--- config.mk ---
export PLATFORM = sky130hd
export DESIGN_NAME = k423_if_bpu_btb_sa
export DESIGN_NICKNAME = d
export VERILOG_FILES = /design/src/rtl/k423_bpu_pkg.sv /design/src/rtl/k423_if_bpu_btb_way_sel.sv /design/src/rtl/k423_if_bpu_btb_sa.sv
export SDC_FILE = /design/constraint.sdc
export NUM_CORES = 2
export LEC_CHECK = 0
export CORE_ASPECT_RATIO = 0.5
export CORE_MARGIN = 2
export CORE_UTILIZATION = 34
export CTS_CLUSTER_DIAMETER = 120
export DETAILED_ROUTE_END_ITERATION = 10
export GPL_ROUTABILITY_DRIVEN = 0
export HOLD_SLACK_MARGIN = 0.12
export PLACE_DENSITY_LB_ADDON = 0.15
export SYNTH_ARGS = -nofsm -noshare
export SYNTH_HDL_FRONTEND = slang
export SYNTH_HIERARCHICAL = 1
export SYNTH_SLANG_ARGS = --single-unit
--- constraint.sdc ---
create_clock -name clk_i -period 11 [get_ports clk_i]
set_input_delay 1.65 -clock clk_i [delete_from_list [all_inputs] [get_ports clk_i]]
set_output_delay 1.65 -clock clk_i [all_outputs]
set_load 0.05 [all_outputs]
--- src/rtl/k423_bpu_pkg.sv ---
// Shared types and field layout for the IF-stage set-associative BTB.
// Entry widths follow BTB_ADDR_W / BTB_TAG_W; the BTB's ADDR_W and TAG_W must match them.
package k423_bpu_pkg;

    localparam int BTB_ADDR_W  = 32;
    localparam int BTB_SETS    = 16;
    localparam int BTB_WAYS    = 2;
    localparam int BTB_TAG_W   = 8;
    localparam int BTB_IDX_W   = $clog2(BTB_SETS);
    localparam int BTB_IDX_LSB = 2;
    localparam int BTB_TAG_LSB = BTB_IDX_LSB + BTB_IDX_W;

    typedef struct packed {
        logic                  vld;
        logic [BTB_TAG_W-1:0]  tag;
        logic [BTB_ADDR_W-1:0] bta;
    } btb_entry_t;

    typedef enum logic {
        BTB_IDLE  = 1'b0,
        BTB_FLUSH = 1'b1
    } btb_fsm_e;

endpackage

--- src/rtl/k423_if_bpu_btb_way_sel.sv ---
// Combinational way selection for one BTB set: tag hit (lowest way wins) and
// allocation victim (lowest invalid way, else the round-robin way).
module k423_if_bpu_btb_way_sel
    import k423_bpu_pkg::*;
#(
    parameter  int WAYS  = BTB_WAYS,
    localparam int WAY_W = $clog2(WAYS)
) (
    input  btb_entry_t [WAYS-1:0] set_i,
    input  logic [BTB_TAG_W-1:0]  tag_i,
    input  logic [WAY_W-1:0]      rr_i,
    output logic                  hit_o,
    output logic [WAY_W-1:0]      hit_way_o,
    output logic [WAY_W-1:0]      alloc_way_o
);

    always_comb begin
        hit_o       = 1'b0;
        hit_way_o   = '0;
        alloc_way_o = rr_i;
        // Walk from the top way down so the lowest matching/free way is the last writer.
        for (int w = WAYS - 1; w >= 0; w--) begin
            if (set_i[w].vld && (set_i[w].tag == tag_i)) begin
                hit_o     = 1'b1;
                hit_way_o = WAY_W'(w);
            end
            if (!set_i[w].vld) begin
                alloc_way_o = WAY_W'(w);
            end
        end
    end

endmodule

--- src/rtl/k423_if_bpu_btb_sa.sv ---
// Set-associative IF-stage BTB with round-robin replacement and a set-by-set flush FSM.
// Define K423_BTB_PRD_REG_EN to register the prediction outputs (one-cycle latency).
module k423_if_bpu_btb_sa
    import k423_bpu_pkg::*;
#(
    parameter int ADDR_W = BTB_ADDR_W,
    parameter int SETS   = BTB_SETS,
    parameter int WAYS   = BTB_WAYS,
    parameter int TAG_W  = BTB_TAG_W
) (
    input  logic              clk_i,
    input  logic              rst_n_i,
    input  logic              flush_i,
    output logic              flush_busy_o,
    input  logic [ADDR_W-1:0] prd_src_pc_i,
    output logic              prd_vld_o,
    output logic [ADDR_W-1:0] prd_tgt_pc_o,
    input  logic              upd_vld_i,
    input  logic              upd_tkn_i,
    input  logic [ADDR_W-1:0] upd_src_pc_i,
    input  logic [ADDR_W-1:0] upd_tgt_pc_i
);

    localparam int IDX_W   = $clog2(SETS);
    localparam int WAY_W   = $clog2(WAYS);
    localparam int TAG_LSB = BTB_IDX_LSB + IDX_W;

    btb_entry_t [WAYS-1:0] mem_q [SETS];
    btb_entry_t [WAYS-1:0] mem_d [SETS];
    logic [WAY_W-1:0]      rr_q  [SETS];
    logic [WAY_W-1:0]      rr_d  [SETS];
    btb_fsm_e              state_q, state_d;
    logic [IDX_W-1:0]      cnt_q, cnt_d;

    logic [IDX_W-1:0] prd_idx, upd_idx;
    logic [TAG_W-1:0] prd_tag, upd_tag;
    logic             prd_hit, upd_hit, flushing, upd_en;
    logic [WAY_W-1:0] prd_way, upd_hit_way, upd_alloc_way;
    logic             prd_vld_c;
    logic [ADDR_W-1:0] prd_tgt_c;

    assign prd_idx = prd_src_pc_i[BTB_IDX_LSB +: IDX_W];
    assign prd_tag = prd_src_pc_i[TAG_LSB +: TAG_W];
    assign upd_idx = upd_src_pc_i[BTB_IDX_LSB +: IDX_W];
    assign upd_tag = upd_src_pc_i[TAG_LSB +: TAG_W];

    assign flushing     = (state_q == BTB_FLUSH);
    assign flush_busy_o = flushing;
    // A flush request in IDLE takes priority over a simultaneous update.
    assign upd_en       = upd_vld_i && !flushing && !flush_i;

    k423_if_bpu_btb_way_sel #(.WAYS(WAYS)) u_prd_sel (
        .set_i       (mem_q[prd_idx]),
        .tag_i       (prd_tag),
        .rr_i        (rr_q[prd_idx]),
        .hit_o       (prd_hit),
        .hit_way_o   (prd_way),
        .alloc_way_o ()
    );

    k423_if_bpu_btb_way_sel #(.WAYS(WAYS)) u_upd_sel (
        .set_i       (mem_q[upd_idx]),
        .tag_i       (upd_tag),
        .rr_i        (rr_q[upd_idx]),
        .hit_o       (upd_hit),
        .hit_way_o   (upd_hit_way),
        .alloc_way_o (upd_alloc_way)
    );

    always_comb begin
        state_d = state_q;
        cnt_d   = cnt_q;
        mem_d   = mem_q;
        rr_d    = rr_q;

        case (state_q)
            BTB_IDLE: begin
                if (flush_i) begin
                    state_d = BTB_FLUSH;
                    cnt_d   = '0;
                end
            end
            BTB_FLUSH: begin
                for (int w = 0; w < WAYS; w++) begin
                    mem_d[cnt_q][w].vld = 1'b0;
                end
                rr_d[cnt_q] = '0;
                cnt_d       = cnt_q + 1'b1;
                if (cnt_q == IDX_W'(SETS - 1)) begin
                    state_d = BTB_IDLE;
                end
            end
            default: state_d = BTB_IDLE;
        endcase

        if (upd_en) begin
            if (upd_tkn_i && upd_hit) begin
                mem_d[upd_idx][upd_hit_way].bta = upd_tgt_pc_i;
            end else if (upd_tkn_i) begin
                mem_d[upd_idx][upd_alloc_way] = '{vld: 1'b1, tag: upd_tag, bta: upd_tgt_pc_i};
                // Victim pointer only advances when a valid entry was displaced.
                if (&{mem_q[upd_idx][WAYS-1:0]} == 1'b0) begin
                    rr_d[upd_idx] = rr_q[upd_idx];
                end
                if (mem_full(mem_q[upd_idx])) begin
                    rr_d[upd_idx] = rr_q[upd_idx] + 1'b1;
                end
            end else if (upd_hit) begin
                mem_d[upd_idx][upd_hit_way].vld = 1'b0;
            end
        end
    end

    function automatic logic mem_full(input btb_entry_t [WAYS-1:0] set);
        logic full;
        full = 1'b1;
        for (int w = 0; w < WAYS; w++) begin
            full &= set[w].vld;
        end
        return full;
    endfunction

    // NOTE: the array is built from flops, so reset clears it directly; there is no RAM init path.
    always_ff @(posedge clk_i or negedge rst_n_i) begin
        if (!rst_n_i) begin
            state_q <= BTB_IDLE;
            cnt_q   <= '0;
            for (int s = 0; s < SETS; s++) begin
                rr_q[s]  <= '0;
                mem_q[s] <= '0;
            end
        end else begin
            state_q <= state_d;
            cnt_q   <= cnt_d;
            mem_q   <= mem_d;
            rr_q    <= rr_d;
        end
    end

    assign prd_vld_c = prd_hit && !flushing;
    assign prd_tgt_c = prd_vld_c ? mem_q[prd_idx][prd_way].bta : '0;

`ifdef K423_BTB_PRD_REG_EN
    logic              prd_vld_q, prd_vld_d;
    logic [ADDR_W-1:0] prd_tgt_q, prd_tgt_d;

    always_comb begin
        prd_vld_d = prd_vld_c;
        prd_tgt_d = prd_tgt_c;
    end

    always_ff @(posedge clk_i or negedge rst_n_i) begin
        if (!rst_n_i) begin
            prd_vld_q <= 1'b0;
            prd_tgt_q <= '0;
        end else begin
            prd_vld_q <= prd_vld_d;
            prd_tgt_q <= prd_tgt_d;
        end
    end

    assign prd_vld_o    = prd_vld_q && !flushing;
    assign prd_tgt_pc_o = flushing ? '0 : prd_tgt_q;
`else
    assign prd_vld_o    = prd_vld_c;
    assign prd_tgt_pc_o = prd_tgt_c;
`endif

endmodule
==> results.json <==
{
  "synth_cells": 4083,
  "fin_util_pct": 38.18,
  "clock_path_buffers": 4,
  "worst_slew_pin_slew_ps": 1199,
  "ant_nets": 0,
  "p_comb_share_pct": 9.0,
  "slew_headroom_pct": 20.04,
  "p_leak_nw": 33.37,
  "clockPowerShare_pct": 43.9,
  "regArea_mm2": 0.03336,
  "groute.usage.overall_pct": 19.63,
  "power_density_mw_per_mm2": 157.6,
  "grt_max_degree": 161,
  "nets": 4055,
  "maxCapViolCount": 0,
  "power_mw": 11.21,
  "slew_viol_final": 0,
  "hpwl_um": 97100,
  "wire_per_inst_um": 28.34,
  "yosys_warnings": 6,
  "setup_tns_ps": 0,
  "p_int_mw": 8.470,
  "die_height_um": 309.8,
  "design_area_mm2": 0.07111,
  "port_buffers": 94,
  "layout_commonest_cell": "dfrtp_1",
  "cts_max_level": 4,
  "cts_buffers": 142,
  "finalCritPeriodShare_pct": 80.13,
  "status": "finished clean",
  "hold_path.class": "reg -> reg",
  "antenna_found_initial": 7,
  "criticalPathCategory": "in -> out",
  "clkLatencyLatePin_ps": 800,
  "critPathMaxFanout": 55,
  "path_cells": "buf_8 -> mux4_2 -> mux4_2 -> xor2_1 -> nor4_2 -> nand4_1 -> nor2_4 -> buf_4 -> mux2i_1 -> nor2_1 -> clkdlybuf4s50_1",
  "drcViolationCount": 0,
  "swShare_pct": 24.44,
  "final_cell_mix": "dfrtp_1, mux2_2, mux4_2",
  "die_w_um": 615.7,
  "core_area_mm2": 0.1862,
  "first_global_vias": 38650,
  "power_switching_mw": 2.740,
  "synthesis.nets": 4188,
  "seqPwrFrac_pct": 47.1,
  "hold_viol": 0,
  "cts_tree": "done",
  "dp_slack_ps": 2026,
  "clock_skew_ps": 46.24,
  "synth_area_mm2": 0.06361,
  "finalSetupViolCount": 0,
  "setup.worst_path.start_class": "input pin",
  "arrival_ps": 7160,
  "critPathRequiredTime_ps": 9350,
  "drive_gt1_share_pct": 47.94,
  "synth.avg_cell_area_um2": 15.58,
  "drt_wl_total_um": 185800,
  "fmax_mhz": 113.5,
  "vias": 36240,
  "drt_iter0_markers": 2585,
  "grt_remaining_overflow": 0,
  "place_area_mm2": 0.06647,
  "rsz0062_at_grt": "no",
  "setup_slack_ps": 2186,
  "critPathMaxStageDelay_ps": 950,
  "cp_common_cell": "mux4_2",
  "multi_input_area_mm2": 0.02846,
  "grt_pass1_wl_um": 274500,
  "postCtsResizedCells": 0,
  "cts_setup_buffers": 0,
  "fp.dieArea_mm2": 0.1908,
  "via_per_inst": 5.525,
  "first_pass_iters": 5,
  "cp_slowest_cell": "nor2_4",
  "area_delta_synth_final_pct": 11.79,
  "floorplan.initialDensity_pct": 34.15,
  "nFillCells": 17230,
  "cts.sinks": 1333,
  "end_kind": "output port",
  "io_pins": 135,
  "rows": 112,
  "cp_top_family": "simple AND/OR/NAND/NOR gates",
  "vdd_drop_max_uv": 100.6,
  "clk_pin_slew_worst_paths_ps": 60,
  "min_period_ps": 8814,
  "cts_root_buf": "clkbuf_16",
  "cts.hold.buffers_added": 0,
  "cp.buffers_inverters": 3
}
-- flip-flops by register name (all words and copies together) (netlist names) --
name / flops
mem_q: 1312
cnt_q: 4
rr_q: 16
flush_busy_o: 1
-- final timing paths --
path                            cells after the start                     end  slack [ps]                  start
worst max-delay path                               11         prd_tgt_pc_o[4]        2190        prd_src_pc_i[2]
worst min-delay path                                1   mem_q[69]$_DFFE_PN0P_         480  mem_q[69]$_DFFE_PN0P_
worst max register to register                     12  mem_q[693]$_DFFE_PN0P_        5180  mem_q[79]$_DFFE_PN0P_
worst min register to register                      1   mem_q[69]$_DFFE_PN0P_         480  mem_q[69]$_DFFE_PN0P_
max in group asynchronous                           3  mem_q[629]$_DFFE_PN0P_        7860                rst_n_i
min in group asynchronous                           1  mem_q[893]$_DFFE_PN0P_         860                rst_n_i
-- routing by layer --
metal,up-vias,share of wire [%],track usage [%],routed length (µm)
met5,-,0.0070,0,13
met4,2,2.1,4.530,3881
met3,236,3.9,2.747,7292
met2,770,45,30.39,83710
met1,20200,49,29.23,90940
li1,15030,-,-,-
-- power groups by stage --
stage          clock [mW]  combinational (mW)  sequential [mW]
2_1_floorplan           0               0.694             5.32
4_1_cts              5.05                1.02             5.28
3_3_place_gp            0               0.997             5.35
3_5_place_dp            0                1.02             5.37
5_1_grt              5.28                1.09             5.31
6_report             4.92                1.01             5.28
-- metrics by stage --
step / hold WS (ps) / std cells
2_1_floorplan: 452.6 / 4083
6_report: 481.4 / 6558
5_1_grt: 498.9 / 6558
4_1_cts: 483.3 / 6557
3_3_place_gp: 462.1 / 6314
3_5_place_dp: 469.1 / 6314
-- cell type report --
class | instances | area share [%]
Sequential cell | 1333 | 46.91
Tap cell | 2508 | 4.413
Antenna cell | 1 | 0.003519
Clock buffer | 205 | 5.845
Inverter | 13 | 0.06862
Clock inverter | 38 | 0.6722
Multi-Input combinational cell | 2311 | 40.02
Timing Repair Buffer | 149 | 2.064
Power figures use the tool's default switching activity.
